==> config.mk <==
export PLATFORM = sky130hd
export DESIGN_NAME = regfile_sb
export DESIGN_NICKNAME = d
export VERILOG_FILES = /design/src/rtl/regfile_pkg.sv /design/src/rtl/regfile_sb_scoreboard.sv /design/src/rtl/regfile_sb.sv
export SDC_FILE = /design/constraint.sdc
export NUM_CORES = 2
export LEC_CHECK = 0
export BUFFER_PORTS_ARGS = -buffer_cell sky130_fd_sc_hd__buf_2
export CAP_MARGIN = 15
export CELL_PAD_IN_SITES_DETAIL_PLACEMENT = 1
export CELL_PAD_IN_SITES_GLOBAL_PLACEMENT = 2
export CORE_MARGIN = 2
export CORE_UTILIZATION = 35
export DETAILED_ROUTE_END_ITERATION = 8
export HOLD_SLACK_MARGIN = 0.12
export PLACE_DENSITY_LB_ADDON = 0.1
export SETUP_SLACK_MARGIN = 0.1
export SYNTH_ARGS = -nofsm -noshare
export SYNTH_HDL_FRONTEND = slang
export SYNTH_HIERARCHICAL = 1
export SYNTH_SLANG_ARGS = --single-unit
==> constraint.sdc <==
create_clock -name Clk -period 3.95 [get_ports Clk]
set_input_delay 0.5925 -clock Clk [delete_from_list [all_inputs] [get_ports Clk]]
set_output_delay 0.5925 -clock Clk [all_outputs]
set_load 0.02 [all_outputs]
==> src/rtl/regfile_pkg.sv <==
// Shared defaults and the byte-lane merge used by the register file write and bypass paths.
package regfile_pkg;

  localparam int WIDTH_DEF   = 32;
  localparam int DEPTH_DEF   = 32;
  localparam int MERGE_MAX_W = 1024;
  localparam int MERGE_MAX_B = MERGE_MAX_W / 8;

  // Callers zero-extend into the fixed maximum width and truncate the result back.
  function automatic logic [MERGE_MAX_W-1:0] byte_merge(
    input logic [MERGE_MAX_W-1:0] old_word,
    input logic [MERGE_MAX_W-1:0] new_word,
    input logic [MERGE_MAX_B-1:0] mask
  );
    logic [MERGE_MAX_W-1:0] merged;
    merged = old_word;
    for (int i = 0; i < MERGE_MAX_B; i++) begin
      if (mask[i]) merged[8*i +: 8] = new_word[8*i +: 8];
    end
    return merged;
  endfunction

endpackage

==> src/rtl/regfile_sb_scoreboard.sv <==
// Pending-write scoreboard: one busy bit per register plus a registered count of busy registers.
module regfile_sb_scoreboard
  import regfile_pkg::*;
#(
  parameter int DEPTH    = DEPTH_DEF,
  parameter int ZERO_REG = 1,
  localparam int ADDR_W  = $clog2(DEPTH),
  localparam int CNT_W   = ADDR_W + 1
) (
  input  logic              clk,
  input  logic              reset_n,
  input  logic              set_valid,
  input  logic [ADDR_W-1:0] set_reg,
  input  logic              clr_valid,
  input  logic [ADDR_W-1:0] clr_reg,
  output logic [DEPTH-1:0]  busy,
  output logic [CNT_W-1:0]  busy_count
);

  logic             set_ok;
  logic             inc;
  logic             dec;
  logic [DEPTH-1:0] busy_next;
  logic [CNT_W-1:0] count_next;

  assign set_ok = set_valid && !((ZERO_REG != 0) && (set_reg == '0));

  // Clear first so a same-cycle issue to the retiring register keeps it busy.
  always_comb begin
    busy_next = busy;
    if (clr_valid) busy_next[clr_reg] = 1'b0;
    if (set_ok)    busy_next[set_reg] = 1'b1;
  end

  assign inc = set_ok && !busy[set_reg];
  assign dec = clr_valid && busy[clr_reg] && !(set_ok && (set_reg == clr_reg));

  always_comb begin
    count_next = busy_count;
    case ({inc, dec})
      2'b10:   count_next = busy_count + CNT_W'(1);
      2'b01:   count_next = busy_count - CNT_W'(1);
      default: count_next = busy_count;
    endcase
  end

  always_ff @(posedge clk) begin
    if (!reset_n) begin
      busy       <= '0;
      busy_count <= '0;
    end else begin
      busy       <= busy_next;
      busy_count <= count_next;
    end
  end

endmodule

==> src/rtl/regfile_sb.sv <==
// Two-read/one-write register file with byte enables, optional hardwired zero register,
// same-cycle write bypass and a pending-write scoreboard for hazard detection.
module regfile_sb
  import regfile_pkg::*;
#(
  parameter int WIDTH    = WIDTH_DEF,
  parameter int DEPTH    = DEPTH_DEF,
  parameter int ZERO_REG = 1,
  parameter int BYPASS   = 1,
  localparam int ADDR_W  = $clog2(DEPTH)
) (
  input  logic               Clk,
  input  logic               Reset_n,
  input  logic [ADDR_W-1:0]  ReadRegister1,
  input  logic [ADDR_W-1:0]  ReadRegister2,
  output logic [WIDTH-1:0]   ReadData1,
  output logic [WIDTH-1:0]   ReadData2,
  output logic               Busy1,
  output logic               Busy2,
  input  logic [ADDR_W-1:0]  WriteRegister,
  input  logic [WIDTH-1:0]   WriteData,
  input  logic [WIDTH/8-1:0] WriteMask,
  input  logic               RegWrite,
  input  logic               IssueValid,
  input  logic [ADDR_W-1:0]  IssueRegister,
  output logic [ADDR_W:0]    BusyCount
);

  logic [WIDTH-1:0] regs [DEPTH];
  logic [DEPTH-1:0] busy;
  logic [WIDTH-1:0] merged;
  logic             write_ok;

  assign write_ok = RegWrite && !((ZERO_REG != 0) && (WriteRegister == '0));
  assign merged   = WIDTH'(byte_merge(MERGE_MAX_W'(regs[WriteRegister]),
                                      MERGE_MAX_W'(WriteData),
                                      MERGE_MAX_B'(WriteMask)));

  always_ff @(posedge Clk) begin
    if (!Reset_n) begin
      for (int r = 0; r < DEPTH; r++) regs[r] <= '0;
    end else if (write_ok) begin
      regs[WriteRegister] <= merged;
    end
  end

  regfile_sb_scoreboard #(
    .DEPTH    (DEPTH),
    .ZERO_REG (ZERO_REG)
  ) u_scoreboard (
    .clk        (Clk),
    .reset_n    (Reset_n),
    .set_valid  (IssueValid),
    .set_reg    (IssueRegister),
    .clr_valid  (RegWrite),
    .clr_reg    (WriteRegister),
    .busy       (busy),
    .busy_count (BusyCount)
  );

  // Zero-register override is applied last so it beats the bypass path.
  always_comb begin
    ReadData1 = regs[ReadRegister1];
    Busy1     = busy[ReadRegister1];
    if ((BYPASS != 0) && write_ok && (WriteRegister == ReadRegister1)) begin
      ReadData1 = merged;
      Busy1     = 1'b0;
    end
    if ((ZERO_REG != 0) && (ReadRegister1 == '0)) begin
      ReadData1 = '0;
      Busy1     = 1'b0;
    end
  end

  always_comb begin
    ReadData2 = regs[ReadRegister2];
    Busy2     = busy[ReadRegister2];
    if ((BYPASS != 0) && write_ok && (WriteRegister == ReadRegister2)) begin
      ReadData2 = merged;
      Busy2     = 1'b0;
    end
    if ((ZERO_REG != 0) && (ReadRegister2 == '0)) begin
      ReadData2 = '0;
      Busy2     = 1'b0;
    end
  end

endmodule

# [Yosys cells after proc, flatten, opt, wreduce, memory -nomap -nowiden]
# Memories as Yosys holds them, arrays and structs flattened.
# Cells that the tools add are included.
# Widths: inputs -> output; s select.
[op_classes] n_addsub=2 n_mul=0 n_div=0 magnitude_cmp=6 n_eq_ne=5 n_shift=0 mux=34 n_bitwise=3 n_reduce_logical=20
[op_table] cell="$mux 32" n=7
[op_table] cell="$and 32x32->32" n=1
[op_table] cell="$mux 8" n=4
[op_table] cell="$not 32->32" n=1
[op_table] cell="$or 32x32->32" n=1
[op_table] cell="$reduce_or 32->1" n=1
[op_table] cell="$lt 5x6->1 const B" n=4
[op_table] cell="$bmux 1 s5" n=4
[op_table] cell="$logic_not 5->1" n=4
[op_table] cell="$eq 5x5->1" n=3
[op_table] cell="$mux 1" n=15
[op_table] cell="$pmux 6 s2" n=1
[op_table] cell="$demux 1 s5" n=2
[op_table] cell="$ge 5x1->1 const B" n=2
[op_table] cell="$logic_and 1x1->1" n=10
[op_table] cell="$add 6x1->6 const B" n=1
[op_table] cell="$sub 6x1->6 const B" n=1
[op_table] cell="$mux 5" n=1
[op_table] cell="$logic_not 1->1" n=4
[op_table] cell="$eq 2x1->1 const B" n=1
[op_table] cell="$eq 2x2->1 const B" n=1
[op_table] cell="$reduce_bool 2->1" n=1
[totals] ff_bits=38 latch_bits=0 ramBits=1024 mem_bits_ro=0 output_inout_bits=72 mem_count=1
[mem_list] name="regs" words=32 width=32 read_ports=3 rd_ports_with_merged_regs=0 write_ports=32 line="regfile_sb.sv:29" text="logic [WIDTH-1:0] regs [DEPTH];"

# [Logic depth before layout (Yosys ltp)]
[depth] ltp_word=9 mapped_depth=14

# [Cells and area by module]
# The synthesis kept the hierarchy.
[modules_own_cells] mod="regfile_sb" n_inst=1 cells_each=4289 area_each_um2=62309.8 seq_area_each_um2=30749.5
[modules_own_cells] mod="regfile_sb_scoreboard" n_inst=1 cells_each=279 area_each_um2=2428.6 seq_area_each_um2=760.7

# [Worst setup path before layout]
# No wires, ideal clock.
[synth_timing] path_type="input to output" startpoint="input ReadRegister2[0]" endpoint="output ReadData2[11]" t_arrival_ns=2.826 required_time_ns=3.357 slack_ns=0.531 cell_stages=7 cell_sequence="buf_2 buf_4 buf_1 mux4_2 mux4_2 a32oi_1 o21ai_0"
[synth_between] elab_chain_len=4 elab_cells_between_ends=6 classes_between="1 x eq/ne; 2 x mux; 2 x reduce/logical; 1 x memory"
[synth_lines] item="from (decl)" line="regfile_sb.sv:15" text="input logic [ADDR_W-1:0] ReadRegister2,"
[synth_lines] item="branches (longest 3 deep; another with $mem_v2 32x32)"
[synth_lines] item="$mux 32 (*)" line="regfile_sb.sv:82" text="if ((ZERO_REG != 0) && (ReadRegister2 == '0)) begin"
[synth_lines] item="to (decl)" line="regfile_sb.sv:17" text="output logic [WIDTH-1:0] ReadData2,"
# Every way passes the cells marked *.

# [Worst setup path after layout]
[layout_timing] startpoint="input ReadRegister1[0]" endpoint="output ReadData1[3]"
[layout_between] elab_chain_len=4 elab_cells_between_ends=6 classes_between="1 x eq/ne; 2 x mux; 2 x reduce/logical; 1 x memory"
[layout_lines] item="from (decl)" line="regfile_sb.sv:14" text="input logic [ADDR_W-1:0] ReadRegister1,"
[layout_lines] item="branches (longest 3 deep; another with $mem_v2 32x32)"
[layout_lines] item="$mux 32 (*)" line="regfile_sb.sv:69" text="if ((ZERO_REG != 0) && (ReadRegister1 == '0)) begin"
[layout_lines] item="to (decl)" line="regfile_sb.sv:16" text="output logic [WIDTH-1:0] ReadData1,"
# Marks and branches as above.

==> impl_metrics.yaml <==
outcome:
  status: "finished clean"
finish:
  fillCellCount: 18500
  multiInputGateArea_um2: 31300
  layout.nets: 4924
  final_layout_size_suffix_gt1_share_pct: 35.3
  fin_area_um2: 76200
  area_growth_pct: 17.7
  ff_latch_area_um2: 31500
logic_synthesis:
  synth_ff_type: "edfxtp_1"
  synth_edf_count: 1024
  yosys_register_bits: 1062
  synthArstFlopShare_pct: 0
  synth_area_um2: 64700
  synth_top_area_share_pct: 47.5
  ys_seq_area_share_pct: 48.7
  synthTopCellsByArea: "edfxtp_1, mux4_2, nor2_1, mux2i_1, dfxtp_1"
  synth.largest_area_cell: "edfxtp_1"
  netlist_instances: 4568
  synth_area_per_cell_um2: 14.2
  synthDistinctLibCells: 95
  yosysWarnings: 6
floorplan:
  dieArea_um2: 188000
  die_h_um: 434
  rows: 157
  num_io_pins: 132
  start_util_pct: 35.3
  fp.dieW_um: 434
  core-area_um2: 183000
detailed_routing:
  drt-total-wl_um: 341000
  wl_per_cell_um: 45.9
  firstDrtPassIters: 8
  final_antenna_net_count: 0
  vias_per_cell: 6.75
  drc: 0
  via_count: 50100
  drt-initial-drc-count: 7469
timing:
  final.setup.tns_ns: 0
  slew_headroom_pct: 19.7
  fmax_mhz: 258
  min_period_ns: 3.88
  drv_slew: 0
  hold_slack_ns: 0.275
  tightest_slew_ns: 1.20
  setup_viol: 0
  fin_worst_skew_ns: 0.0190
  period_share_pct: 98.2
  setup_ws_ns: 0.0698
  rsz0062_at_grt: "yes"
  hold_viol_final: 0
clocking:
  cts_tree: "yes"
  cts_root_buffer: "clkbuf_16"
  clkTransAtPathRegs_ns: 0.06
  cts_buffer_depth: 3
  post_cts_hold_buffer_count: 0
  cts.sinks: 1062
  clkLatencyLatePin_ns: 0.81
  h-tree-depth: 4
  numCtsBuffers: 136
global_route:
  grt_max_degree: 43
  antenna_found_initial: 13
  overflow: 0
  globalRouteTotalUtil_pct: 36.1
  grt_pass1_vias: 49100
  grt_pass1_wl_um: 455000
place:
  dpl-instance-area_um2: 71600
  globalplace.congestion: 0.894
  io_buffers: 131
  post-place-ws_ns: -0.303
  dp_hpwl_um: 212000
setup_path:
  cp_max_fo: 23
  crit_top_cell: "mux4_2"
  cp_data_arrival_time_ns: 3.29
  critPathKind: "in -> out"
  startpoint_type: "primary input"
  cpPeakStageDelay_ns: 0.55
  cp-end-kind: "primary output"
  crit_required_ns: 3.36
  cp_cell_sequence: "buf_8 -> buf_16 -> buf_12 -> mux4_2 -> mux4_2 -> nand2_1 -> o211ai_1 -> buf_4 -> buf_2"
  crit_slowest_cell: "mux4_2"
hold_path:
  min_path_type: "in -> reg"
pwr:
  power_density_nw_per_um2: 409
  cellLeakagePower_nw: 28.1
  peakVddDrop_v: 0.000354
flow_run:
  drv_cap: 0
[critical path: cells and delay by family]
kind	cells	cell delay, ns
muxes	2	1.07
buffers and inverters	5	1.07
AOI/OAI and AO/OA	1	0.30
and+or+nand+nor	1	0.19
[placed cells by master (no fill, tap or decap), types with 32 or more instances in the layout]
master     Yosys  final
conb_1         1     32
nand3_1       38     37
mux2i_1      315    311
o22ai_1       71     69
edfxtp_1    1024   1024
o21ai_0       75     69
buf_2        145    115
clkbuf_16      0    143
buf_12         0    117
a22oi_1       42     42
buf_4         73    377
mux4_2       768    768
dfxtp_1       38     38
nor2_1      1043   1042
nand2_1      181    118
nand2_4        0     63
[Yosys cell counts, drive strengths merged (9+ instances only)]
cell / n
a211oi: 9
a21boi: 32
a21oi: 29
a22o: 26
a22oi: 42
a31oi: 12
a32oi: 25
and3: 12
buf: 307
clkbuf: 199
dfxtp: 38
edfxtp: 1024
inv: 18
mux2: 22
mux2i: 315
mux4: 769
nand2: 181
nand3: 38
nor2: 1043
nor2b: 23
nor4: 9
o211ai: 28
o21ai: 86
o22a: 11
o22ai: 71
o2bb2ai: 9
o32ai: 25
or3: 11
or4: 9
xnor2: 11
[final timing paths]
check / start / end / slack, ns / cells past startpoint
worst max register to register: u_scoreboard/busy[19] / u_scoreboard/busy_count[4] / 0.69 / 11
worst min register to register: u_scoreboard/busy[0] / u_scoreboard/busy[0] / 0.49 / 1
worst min-delay path: Reset_n / u_scoreboard/busy_count[5] / 0.28 / 2
worst max-delay path: ReadRegister1[0] / ReadData1[3] / 0.07 / 9
[cell type report]
type                    instances  share of cell area, %
multi-input cells            3013                   41.0
inverters                      18                 0.0985
flip-flops and latches       1062                   41.4
clock inverters                63                  0.734
well taps                    2464                   4.05
repair buffers                627                   7.88
clock buffers                 171                   4.86
diodes                          5                 0.0164
[power breakdown]
part | internal (mW) | leakage, nW | switching, mW
Sequential | 12.8 | 10.9 | 0.362
Combinational | 2.16 | 15.1 | 3.46
Clock | 7.24 | 2.09 | 5.19
Total | 22.2 | 28.1 | 9.01
[flip-flops by register name (all words and copies together), names as in the netlist]
name,count
u_scoreboard/busy_count,6
regs,1024
u_scoreboard/busy,32
[logic make-up (layout without fill, tap and decap cells)]
logic type / count (synthesis) / after routing / share of synthesized area [%]
DFF: 1062 / 1062 / 48.7
and+or+nand+nor: 1391 / 1391 / 8.93
buffers and inverters: 524 / 879 / 4.45
adders and majority gates: 6 / 6 / 0.128
muxes: 1106 / 1106 / 32.0
other: 1 / 37 / 0.00579
AOI/OAI and AO/OA: 459 / 459 / 5.54
xor gates and xnor gates: 19 / 19 / 0.257
[routing by layer]
layer  vias to the layer above  wire (um)  global-route usage [%]
met5                         -         57                       0
met4                         8      18600                    17.4
met3                       744      34700                    8.70
met2                      3385     153000                    54.7
met1                     27300     134000                    48.7
li1                      18700          -                       -
[stage by stage]
| stage | util (%) | total power, mW | instances |
|---|---|---|---|
| 2_1_floorplan | - | 16.3 | 4599 |
| 3_3_place_gp | 39.0 | 18.8 | 7167 |
| 3_5_place_dp | 39.0 | 18.8 | 7168 |
| 4_1_cts | 41.5 | 31.2 | 7418 |
| 5_1_grt | 41.5 | 31.8 | 7419 |
| 6_report | 41.5 | 31.2 | 7423 |
[what timing repair did]
action                                  in CTS  in global routing
hold endpoints to repair                     0                  0
endpoints found under the setup margin      20                  9
buffers inserted                            16                  0
resized for setup                           26                 15
pin swaps                                    4                  2
No activity file was read; power rests on OpenSTA's default activity.
